**src/rtl/fpalu_pkg.sv**
```systemverilog
// Shared types and constants for the fpalu issue sequencer: FSM encoding, op codes, widths.
package fpalu_pkg;

  localparam int FP_WIDTH = 32;
  localparam int CNT_W    = 4;

  localparam logic OP_ADD = 1'b0;
  localparam logic OP_MUL = 1'b1;

  typedef enum logic [1:0] {
    ST_IDLE    = 2'd0,
    ST_SETTLE  = 2'd1,
    ST_CAPTURE = 2'd2,
    ST_HOLD    = 2'd3
  } state_e;

endpackage

```
**src/rtl/fpalu_issue_stats.sv**
```systemverilog
// Saturating transfer and overflow counters for the issue sequencer.
// Counts one per completed output handshake; both counters stick at 16'hFFFF.
module fpalu_issue_stats (
  input  logic        clock,
  input  logic        reset,
  input  logic        xfer_vld,
  input  logic        xfer_ovf,
  output logic [15:0] stat_ops,
  output logic [15:0] stat_ovf
);

  logic [15:0] ops_q, ops_d;
  logic [15:0] ovf_q, ovf_d;

  always_comb begin
    ops_d = ops_q;
    ovf_d = ovf_q;
    if (xfer_vld && ops_q != 16'hFFFF) ops_d = ops_q + 16'd1;
    if (xfer_vld && xfer_ovf && ovf_q != 16'hFFFF) ovf_d = ovf_q + 16'd1;
  end

  always_ff @(posedge clock) begin
    if (reset) begin
      ops_q <= '0;
      ovf_q <= '0;
    end else begin
      ops_q <= ops_d;
      ovf_q <= ovf_d;
    end
  end

  assign stat_ops = ops_q;
  assign stat_ovf = ovf_q;

endmodule

```
**src/rtl/fpalu_issue_seq.sv**
```systemverilog
// Issue sequencer: holds operands stable SETTLE_CYCLES, captures result; out_valid SETTLE_CYCLES+1 edges after accept.
// One request in flight; result held until out_ready. FPALU_ISSUE_STATS_EN adds stat_ops/stat_ovf counters.
module fpalu_issue_seq
  import fpalu_pkg::*;
#(
  parameter int WIDTH         = FP_WIDTH,
  parameter int SETTLE_CYCLES = 2
) (
  input  logic             clock,
  input  logic             reset,
  input  logic             in_valid,
  output logic             in_ready,
  input  logic [WIDTH-1:0] in_a,
  input  logic [WIDTH-1:0] in_b,
  input  logic             in_op,
  output logic [WIDTH-1:0] alu_a,
  output logic [WIDTH-1:0] alu_b,
  output logic             alu_op,
  output logic             alu_reset_n,
  input  logic [WIDTH-1:0] alu_result,
  input  logic             alu_overflow,
  output logic             out_valid,
  input  logic             out_ready,
  output logic [WIDTH-1:0] out_result,
  output logic             out_overflow,
  output logic             out_op
`ifdef FPALU_ISSUE_STATS_EN
  ,
  output logic [15:0]      stat_ops,
  output logic [15:0]      stat_ovf
`endif
);

  localparam logic [CNT_W-1:0] CNT_LOAD = CNT_W'(SETTLE_CYCLES - 1);
  localparam logic [CNT_W-1:0] CNT_ONE  = CNT_W'(1);

  state_e             state_q, state_d;
  logic [CNT_W-1:0]   cnt_q, cnt_d;
  logic [WIDTH-1:0]   alu_a_q, alu_a_d, alu_b_q, alu_b_d;
  logic               alu_op_q, alu_op_d;
  logic               alu_reset_n_q, alu_reset_n_d;
  logic [WIDTH-1:0]   out_result_q, out_result_d;
  logic               out_overflow_q, out_overflow_d;
  logic               out_op_q, out_op_d;
  logic               out_valid_q, out_valid_d;
  logic               accept;
  logic               capture;

  always_ff @(posedge clock) begin
    if (reset) state_q <= ST_IDLE;
    else       state_q <= state_d;
  end

  always_comb begin
    state_d = state_q;
    case (state_q)
      ST_IDLE:    if (accept) state_d = ST_SETTLE;
      ST_SETTLE:  if (cnt_q == '0) state_d = ST_CAPTURE;
      ST_CAPTURE: state_d = ST_HOLD;
      ST_HOLD:    if (out_ready) state_d = in_valid ? ST_SETTLE : ST_IDLE;
      default:    state_d = ST_IDLE;
    endcase
  end

  // in_ready must not depend on in_valid, so it is decoded from state and out_ready only.
  always_comb begin
    in_ready = 1'b0;
    capture  = 1'b0;
    case (state_q)
      ST_IDLE:    in_ready = 1'b1;
      ST_HOLD:    in_ready = out_ready;
      ST_CAPTURE: capture  = 1'b1;
      default:    ;
    endcase
  end

  assign accept = in_valid & in_ready;

  always_comb begin
    alu_a_d        = alu_a_q;
    alu_b_d        = alu_b_q;
    alu_op_d       = alu_op_q;
    cnt_d          = cnt_q;
    out_result_d   = out_result_q;
    out_overflow_d = out_overflow_q;
    out_op_d       = out_op_q;
    out_valid_d    = out_valid_q;
    alu_reset_n_d  = ~reset;
    if (accept) begin
      alu_a_d  = in_a;
      alu_b_d  = in_b;
      alu_op_d = in_op;
      cnt_d    = CNT_LOAD;
    end else if (state_q == ST_SETTLE && cnt_q != '0) begin
      cnt_d = cnt_q - CNT_ONE;
    end
    if (capture) begin
      out_result_d   = alu_result;
      out_overflow_d = alu_overflow;
      out_op_d       = alu_op_q;
      out_valid_d    = 1'b1;
    end else if (state_q == ST_HOLD && out_ready) begin
      out_valid_d = 1'b0;
    end
  end

  always_ff @(posedge clock) begin
    alu_reset_n_q <= alu_reset_n_d;
    if (reset) begin
      cnt_q          <= '0;
      alu_a_q        <= '0;
      alu_b_q        <= '0;
      alu_op_q       <= 1'b0;
      out_result_q   <= '0;
      out_overflow_q <= 1'b0;
      out_op_q       <= 1'b0;
      out_valid_q    <= 1'b0;
    end else begin
      cnt_q          <= cnt_d;
      alu_a_q        <= alu_a_d;
      alu_b_q        <= alu_b_d;
      alu_op_q       <= alu_op_d;
      out_result_q   <= out_result_d;
      out_overflow_q <= out_overflow_d;
      out_op_q       <= out_op_d;
      out_valid_q    <= out_valid_d;
    end
  end

  assign alu_a        = alu_a_q;
  assign alu_b        = alu_b_q;
  assign alu_op       = alu_op_q;
  assign alu_reset_n  = alu_reset_n_q;
  assign out_valid    = out_valid_q;
  assign out_result   = out_result_q;
  assign out_overflow = out_overflow_q;
  assign out_op       = out_op_q;

`ifdef FPALU_ISSUE_STATS_EN
  fpalu_issue_stats u_stats (
    .clock    (clock),
    .reset    (reset),
    .xfer_vld (out_valid_q & out_ready),
    .xfer_ovf (out_overflow_q),
    .stat_ops (stat_ops),
    .stat_ovf (stat_ovf)
  );
`endif

endmodule

```
**config.mk**
```make
export PLATFORM = sky130hd
export DESIGN_NAME = fpalu_issue_seq
export DESIGN_NICKNAME = d
export VERILOG_FILES = /design/src/rtl/fpalu_pkg.sv /design/src/rtl/fpalu_issue_stats.sv /design/src/rtl/fpalu_issue_seq.sv
export SDC_FILE = /design/constraint.sdc
export NUM_CORES = 1
export LEC_CHECK = 0
export BUFFER_PORTS_ARGS = -buffer_cell sky130_fd_sc_hd__buf_2
export CORE_MARGIN = 3
export CORE_UTILIZATION = 30
export DETAILED_ROUTE_END_ITERATION = 10
export GPL_TIMING_DRIVEN = 0
export PLACE_DENSITY = 0.67
export SKIP_CTS_REPAIR_TIMING = 1
export SYNTH_ARGS = -nofsm -noshare
export SYNTH_HDL_FRONTEND = slang
export SYNTH_SLANG_ARGS = --single-unit
```
**constraint.sdc**
```tcl
create_clock -name clock -period 3.5 [get_ports clock]
set_clock_uncertainty 0.05 [all_clocks]
set_input_delay 0.7 -clock clock [delete_from_list [all_inputs] [get_ports clock]]
set_output_delay 0.7 -clock clock [all_outputs]
set_load 0.005 [all_outputs]
```
== Word level (Yosys, flattened, before mapping) ==
Cells that the tools add are included.

* Output and inout port bits: 102
* Input bits: 102
* Register bits after elaboration: 107

* Mux-type cells: 11
* Equal/unequal tests: 6
* Bitwise gates (word level): 2
* Reduce and logical (&&, ||, !) cells: 9
* $add $sub $neg: 1

{| class="wikitable"
|+ Operator list
! cell !! count
|-
| $pmux 2 s4 || 1
|-
| $mux 1 || 6
|-
| $mux 2 || 3
|-
| $ne 2x2->1 const B || 3
|-
| $eq 2x2->1 const B || 2
|-
| $logic_not 4->1 || 1
|-
| $reduce_bool 2->1 || 2
|-
| $reduce_bool 4->1 || 1
|-
| $sub 4x1->4 const B || 1
|-
| $reduce_and 3->1 || 1
|-
| $eq 2x1->1 const B || 1
|-
| $logic_and 1x1->1 || 2
|-
| $logic_not 2->1 || 1
|-
| $pmux 1 s2 || 1
|-
| $reduce_or 2->1 || 1
|-
| $and 1x1->1 || 1
|-
| $not 1->1 || 1
|}

== Depth between registers and ports, before layout ==
Gate-level depths: netlist (run 1).

* Depth in word-level cells: 5
* Mapped depth: 7
* Depth with buffers taken out: 5

== Worst setup path after synthesis (run 1) ==
OpenSTA, ideal clock, no wires.

* Path kind: input -> output
* Start point: in out_ready
* End point: out in_ready
* Setup slack: 1.291 ns
* Arrival time: 1.459 ns
* Cell stages on the path: 4
* Buffers on the path: 2
* Data required time: 2.750 ns
* Cell sequence: a21oi_1 > buf_2 > buf_1 > nor2_1

* Word-level cells in the longest chain between the ends: 1

{| class="wikitable"
|+ RTL lines
! what !! RTL line !! text
|-
| start: declaration || fpalu_issue_seq.sv:23 || <nowiki>input logic out_ready,</nowiki>
|-
| $pmux 1 s2 || fpalu_issue_seq.sv:69 || <nowiki>case (state_q)</nowiki>
|-
| end: declaration || fpalu_issue_seq.sv:12 || <nowiki>output logic in_ready,</nowiki>
|}

No other way between the ends.

== Final worst setup path (run 1) ==
* Start point: reg state_q[0]
* End point: out in_ready

* Word-level cells in the longest chain between the ends: 2

{| class="wikitable"
|+ RTL lines
! what !! RTL line !! text
|-
| start: declaration || fpalu_issue_seq.sv:37 || <nowiki>state_e state_q, state_d;</nowiki>
|-
| start signal: assignment || fpalu_issue_seq.sv:51 || <nowiki>else state_q <= state_d;</nowiki>
|-
| $eq 2x2->1 / $logic_not 2->1 (equally long branches) || fpalu_issue_seq.sv:69 ||
|-
| $pmux 1 s2 (*) || fpalu_issue_seq.sv:69 ||
|}

Every way passes the cells marked *; elsewhere a longest branch is shown, timed or not.

==> results.py, run 1 <==
metrics = {
    "cts": {
        "cts_root_buf": "clkbuf_16",
        "clk_pin_slew_worst_paths_ps": 70,
        "cts_max_level": 3,
        "clockBufferDepth": 2,
        "numCtsBuffers": 9,
        "clock_latency_ps": 350,
        "cts_tree": "built",
        "clock-sinks": 107,
    },
    "drt": {
        "drc": 0,
        "top_layer": "met4",
        "wl_met1_microns": 5420,
        "viasPerCell": 4.78,
        "dr_wl_met3_microns": 1040,
        "drt_iter0_drc": 154,
        "routed_wirelength_microns": 12400,
        "vias": 4062,
        "wl_per_cell_microns": 14.5,
        "route.antenna.remaining_nets": 0,
        "met2_wirelength_microns": 5690,
        "dr.pass1.iters": 6,
    },
    "global_routing": {
        "grt_max_degree": 17,
        "grt_pass1_wl_microns": 19000,
        "grt_overflow": 0,
        "grt_antenna_before_repair": 0,
        "grt_pass1_vias": 3848,
        "grt_usage_pct": 16.1,
    },
    "critical_path": {
        "worstPathMaxFanout": 10,
        "cp_data_arrival_time_ps": 2340,
        "critPathRequiredTime_ps": 2750,
        "endpoint_kind": "primary output",
        "path_class": "flop to primary output",
        "setup.worst_path.start_class": "flop",
    },
    "timing": {
        "worstMarginPinSlew_ps": 717,
        "finalSetupViolations": 0,
        "fin_setup_tns_ps": 0,
        "hold_ws_ps": 427,
        "timing.final.hold_violations": 0,
        "min_period_ps": 3090,
        "rsz0062_at_grt": "no",
        "drv_slew": 0,
        "relSlewSlack_pct": 52.2,
        "fmax_ghz": 0.324,
        "fin_crit_sh_pct": 88.2,
    },
    "final_layout": {
        "stdcell_count": 850,
        "drive_gt1_share_pct": 32.9,
        "nets": 780,
        "syn_to_final_growth_pct": 37.6,
        "diodes": 0,
    },
    "placed_design": {
        "post-dp-hpwl_microns": 9090,
        "dp.cells": 834,
        "place_congestion": 0.743,
        "place.port_buffers": 202,
    },
    "run": {
        "drv_cap": 0,
    },
    "floorplanning": {
        "core_sq_mm": 0.0129,
        "initial_utilization_pct": 31.5,
        "die_h_microns": 122,
        "pin_count": 204,
        "die-area_sq_mm": 0.0150,
        "fp.dieW_microns": 122,
        "num_rows": 41,
    },
    "power_and_ir_drop": {
        "ir_drop_uv": 249,
        "powerDensity_mw_per_mm2": 677,
        "p_leak_uw": 0.00247,
    },
    "synth": {
        "synthCells": 460,
        "ys_seq_area_share_pct": 52.6,
        "synth_cell_type_count": 28,
        "yosysWarnings": 0,
        "ys_ff_latch": 107,
        "avgSynthCellArea_sq_um": 8.85,
        "syn_area_sq_mm": 0.00407,
        "synth_nets": 567,
    },
    "hold_path": {
        "hold_path_class": "flop to flop",
    },
    "outcome": {
        "status": "finished, final reports clean",
    },
}
-- layer usage --
metal | global-route usage [%] | vias up
li1 | - | 2046
met2 | 25.2 | 147
met5 | 0 | -
met4 | 4.97 | 0
met1 | 20.9 | 1854
met3 | 5.44 | 15
-- final timing paths --
check,slack (ps),endpoint,from,cells after the start
worst min-delay path,430,alu_a[7],alu_a[7],2
worst min register to register,430,alu_a[7],alu_a[7],2
worst max register to register,980,alu_b[7],state_q[0],7
worst max-delay path,410,in_ready,state_q[0],7
-- cell type report --
type                    instances  area, sq um
repair buffers                202         1010
multi-input cells             302         1730
clock buffers                  12          256
flip-flops and latches        107         2140
plain buffers                  46          179
fillers                      1357         7330
well taps                     172          215
clock inverters                 4         48.8
inverters                       5         18.8
-- Yosys cell counts, drive strengths merged --
library cell	instances	share of area (%)
clkbuf	35	3.2
a32oi	1	0.22
o21ai	66	8.1
nor2b	3	0.46
buf	11	1.2
nor2	39	3.6
nand2	2	0.18
nor3	2	0.25
a211o	1	0.22
a2111oi	2	0.58
a221oi	1	0.22
ha	5	1.5
and4b	1	0.25
dfxtp	107	53
nor4b	1	0.22
and3	1	0.15
mux2i	35	8.6
nand2b	1	0.15
nor4	1	0.15
inv	5	0.46
a21oi	70	8.6
o221a	1	0.28
or3b	1	0.22
nand3	66	8.1
a21o	2	0.37
-- power breakdown --
| part | total, uW | internal, uW | switching [uW] |
|---|---|---|---|
| registers | 1520 | 1420 | 99.9 |
| clock network | 1050 | 594 | 453 |
| logic | 1230 | 459 | 767 |
-- cell families (layout without fill, tap and decap cells) --
family	count (synthesis)	in the layout	synth area share (%)
multiplexers	35	35	8.61
adder cells (fa/ha/maj)	5	5	1.54
buffers and inverters	51	269	4.86
AND/OR/NAND/NOR	118	118	13.7
AO/OA/AOI/OAI	144	144	18.6
flip-flops	107	107	52.6
-- sequential cells by signal (all words and copies together), names as in the netlist --
name and flops:
out_valid 1, alu_reset_n 1, alu_op 1, out_overflow 1, out_result 32, out_op 1, cnt_q 4, alu_b 32
alu_a 32, state_q 2
-- metrics by stage --
step / util (%) / instance area, sq um / setup slack [ps] / total power, uW
after floorplan: - / 4070 / 1290 / 2280
after global placement: 41.0 / 5300 / 702 / 2770
after detailed placement: 41.0 / 5300 / 708 / 2780
after CTS: 43.3 / 5600 / 378 / 3840
after global routing: 43.3 / 5600 / 182 / 4070
final: 43.3 / 5600 / 413 / 3790
-- cell usage in the layout, fill, tap and decap left out, types with 2 or more instances in the layout --
| master | instances |
|---|---|
| o21ai_0 | 11 |
| nor3_1 | 2 |
| clkbuf_16 | 9 |
| nand2_1 | 2 |
| clkbuf_8 | 2 |
| a21oi_1 | 70 |
| inv_1 | 5 |
| nand3_1 | 66 |
| buf_2 | 207 |
| o21ai_1 | 55 |
| mux2i_1 | 35 |
| nor2_1 | 39 |
| a21o_1 | 2 |
| nor2b_1 | 3 |
| clkinv_2 | 2 |
| ha_1 | 5 |
| clkbuf_1 | 36 |
| buf_1 | 6 |
| dfxtp_1 | 107 |
-- critical path, stage by stage, from the launching register on --
cell,delay (ps)
dfxtp_1,420
inv_1,90
ha_1,260
a21oi_1,260
buf_2,330
buf_1,370
nor2_1,100
buf_2,140
(Power assumes the default switching activity.)
==> run 2: changes to the inputs <==
ABC_AREA = 1   (was unset)
==> results.py, run 2 <==
metrics = {
    "outcome": {
        "status": "finished, final reports clean",
    },
    "synth": {
        "yosys.area.top_type": "dfxtp_1",
        "syn_area_sq_mm": 0.00435,
        "async_flop_share_pct": 0,
        "synth_nets": 607,
        "synth_most_common_cell": "dfxtp_1",
        "synthFlopType": "dfxtp_1",
        "synth_top_area_share_pct": 49.2,
        "ys_ff_latch": 107,
        "synthCells": 500,
        "avgSynthCellArea_sq_um": 8.71,
        "synth_cell_type_count": 25,
        "ys_seq_area_share_pct": 49.2,
        "synthTopCellsByArea": "dfxtp_1 49%, nand3_2 9.4%, a21oi_2 8.0%",
        "yosys-top-cells-count": "107 x dfxtp_1, 84 x nand2_1, 74 x nor2_1",
        "yosysWarnings": 0,
        "synth_edf_count": 0,
    },
    "placed_design": {
        "place.port_buffers": 202,
        "pre_cts_slack_ps": 1310,
        "place_congestion": 0.796,
        "dp.cells": 882,
        "post-dp-hpwl_microns": 8900,
    },
    "power_and_ir_drop": {
        "combPwrFrac_pct": 38.9,
        "power_switching_share_pct": 36.8,
        "ir_drop_uv": 382,
        "p_leak_uw": 0.00268,
        "pwr-share-seq_pct": 37.5,
        "pwr-share-clk_pct": 23.5,
        "p_total_uw": 4430,
        "powerDensity_mw_per_mm2": 753,
        "p_sw_uw": 1630,
        "internal_power_uw": 2800,
    },
    "cts": {
        "cts_root_buf": "clkbuf_16",
        "clockBufferDepth": 2,
        "numCtsBuffers": 9,
        "cts_tree": "built",
        "clk_pin_slew_worst_paths_ps": 80,
        "cts_max_level": 3,
        "clock-sinks": 107,
        "clock_latency_ps": 350,
    },
    "drt": {
        "dr.pass1.iters": 4,
        "wl_per_cell_microns": 13.4,
        "viasPerCell": 4.54,
        "vias": 4073,
        "drt_iter0_drc": 164,
        "routed_wirelength_microns": 12100,
        "drc": 0,
        "route.antenna.remaining_nets": 0,
    },
    "timing": {
        "setup_ws_ps": 955,
        "timing.final.hold_violations": 0,
        "fin_setup_tns_ps": 0,
        "relSlewSlack_pct": 49.7,
        "worstMarginPinSlew_ps": 755,
        "fmax_ghz": 0.393,
        "hold_ws_ps": 412,
        "rsz0062_at_grt": "no",
        "finalSetupViolations": 0,
        "fin_crit_sh_pct": 72.7,
        "drv_slew": 0,
        "min_period_ps": 2540,
    },
    "final_layout": {
        "syn_to_final_growth_pct": 35.3,
        "nets": 820,
        "final_cell_mix": "218 x buf_2, 107 x dfxtp_1, 84 x nand2_1",
        "final_common_cell": "buf_2",
        "register_area_sq_mm": 0.00214,
        "diodes": 0,
        "multiInputGateArea_sq_mm": 0.00194,
        "fillers": 1451,
        "drive_gt1_share_pct": 45.6,
        "stdcell_count": 897,
    },
    "floorplanning": {
        "fp.dieW_microns": 126,
        "pin_count": 204,
        "die_h_microns": 126,
        "core_sq_mm": 0.0140,
        "num_rows": 43,
        "die-area_sq_mm": 0.0160,
        "initial_utilization_pct": 31.0,
    },
    "global_routing": {
        "grt_overflow": 0,
        "grt_use_met2_pct": 23.5,
        "grt_max_degree": 19,
        "grt_antenna_before_repair": 0,
        "busiest_layer": "met2",
        "grt_pass1_wl_microns": 19900,
        "use_met1_pct": 19.5,
        "grt_usage_pct": 15.1,
        "grt_util_met3_pct": 6.15,
        "grt_pass1_vias": 4019,
    },
    "critical_path": {
        "setup.worst_path.start_class": "flop",
        "r2r_cells": 7,
        "worst_r2r_endpoint": "alu_a[24]",
        "worstPathMaxFanout": 10,
        "path_class": "flop to primary output",
        "r2r_slack_ps": 1630,
        "cp_data_arrival_time_ps": 1790,
        "worstReg2RegStart": "state_q[0]",
        "slowest_delay_ps": 410,
        "cp_num_buf_inv": 3,
        "path_cells": "inv_1, ha_1, a21oi_4, buf_2, buf_2",
        "critPathRequiredTime_ps": 2750,
        "path_common_cell": "buf_2",
        "critPathTopFamily": "buffers and inverters",
        "endpoint_kind": "primary output",
        "crit_slowest_cell": "dfxtp_1",
    },
    "hold_path": {
        "min_from": "alu_a[0]",
        "holdPathStages": 2,
        "hold_path_class": "flop to flop",
        "hold_end": "alu_a[0]",
    },
    "run": {
        "drv_cap": 0,
    },
}
==> run 2: cell count changes in the layout (fill, tap and decap cells not counted), moves of 11 or more <==
cell      previous run  this run
buf_2              207       218
nand2_1              2        84
nand3_1             66        28
clkbuf_1            36        12
o21ai_1             55         0
o21ai_0             11        35
mux2i_1             35         0
a21oi_1             70        29
a21oi_2              0        40
nor2_1              39        74
nand3_2              0        41
==> run 2: how the worst max path moves through the flow <==
stage                    start        to  slack (ps)  cells past startpoint
global placement     out_ready  in_ready        1320                      5
finish              state_q[0]  in_ready         960                      5
global route        state_q[0]  in_ready         820                      5
detailed placement   out_ready  in_ready        1310                      5
floorplan           state_q[0]  in_ready        1620                      4
CTS                 state_q[0]  in_ready         930                      5
==> run 2: per-stage QoR <==
step	area (sq um)	utilization, %
2_1_floorplan	4350	-
3_3_place_gp	5590	39.8
3_5_place_dp	5590	39.8
4_1_cts	5890	41.9
5_1_grt	5890	41.9
6_report	5890	41.9
==> run 2: cells by family after synthesis <==
kind of cell	count (synthesis)	share of synthesized area, %
AND/OR/NAND/NOR	230	26.7
AO/OA/AOI/OAI	107	16.1
flip-flops	107	49.2
buffers and inverters	50	6.32
adder cells (fa/ha/maj)	5	1.44
XOR/XNOR	1	0.201
==> run 2: cell type report <==
cell class,count,area share (%)
plain buffers,39,3.97
clock buffers,9,3.82
clock inverters,6,1.25
inverters,11,0.701
multi-input cells,343,32.9
flip-flops and latches,107,36.4
well taps,180,3.82
repair buffers,202,17.2
==> run 2: worst reg2reg max path: stages, from the launching register on <==
cell	delay [ps]
dfxtp_1	410
inv_1	110
ha_1	380
inv_1	70
nand3_2	110
clkbuf_1	380
nand2_1	130
a21oi_2	150
==> run 2: power groups by stage <==
stage | sequential, uW | clock, uW | combinational (uW)
floorplan | 1710 | 0 | 1120
global placement | 1680 | 0 | 1750
detailed placement | 1680 | 0 | 1760
CTS | 1660 | 1080 | 1760
global route | 1700 | 1130 | 1950
finish | 1660 | 1040 | 1730
==> run 2: metal layers <==
metal	wire, microns	part of all wire (%)
met1	5460	45
met2	5320	44
met3	1100	9.1
met4	179	1.5
met5	0	0
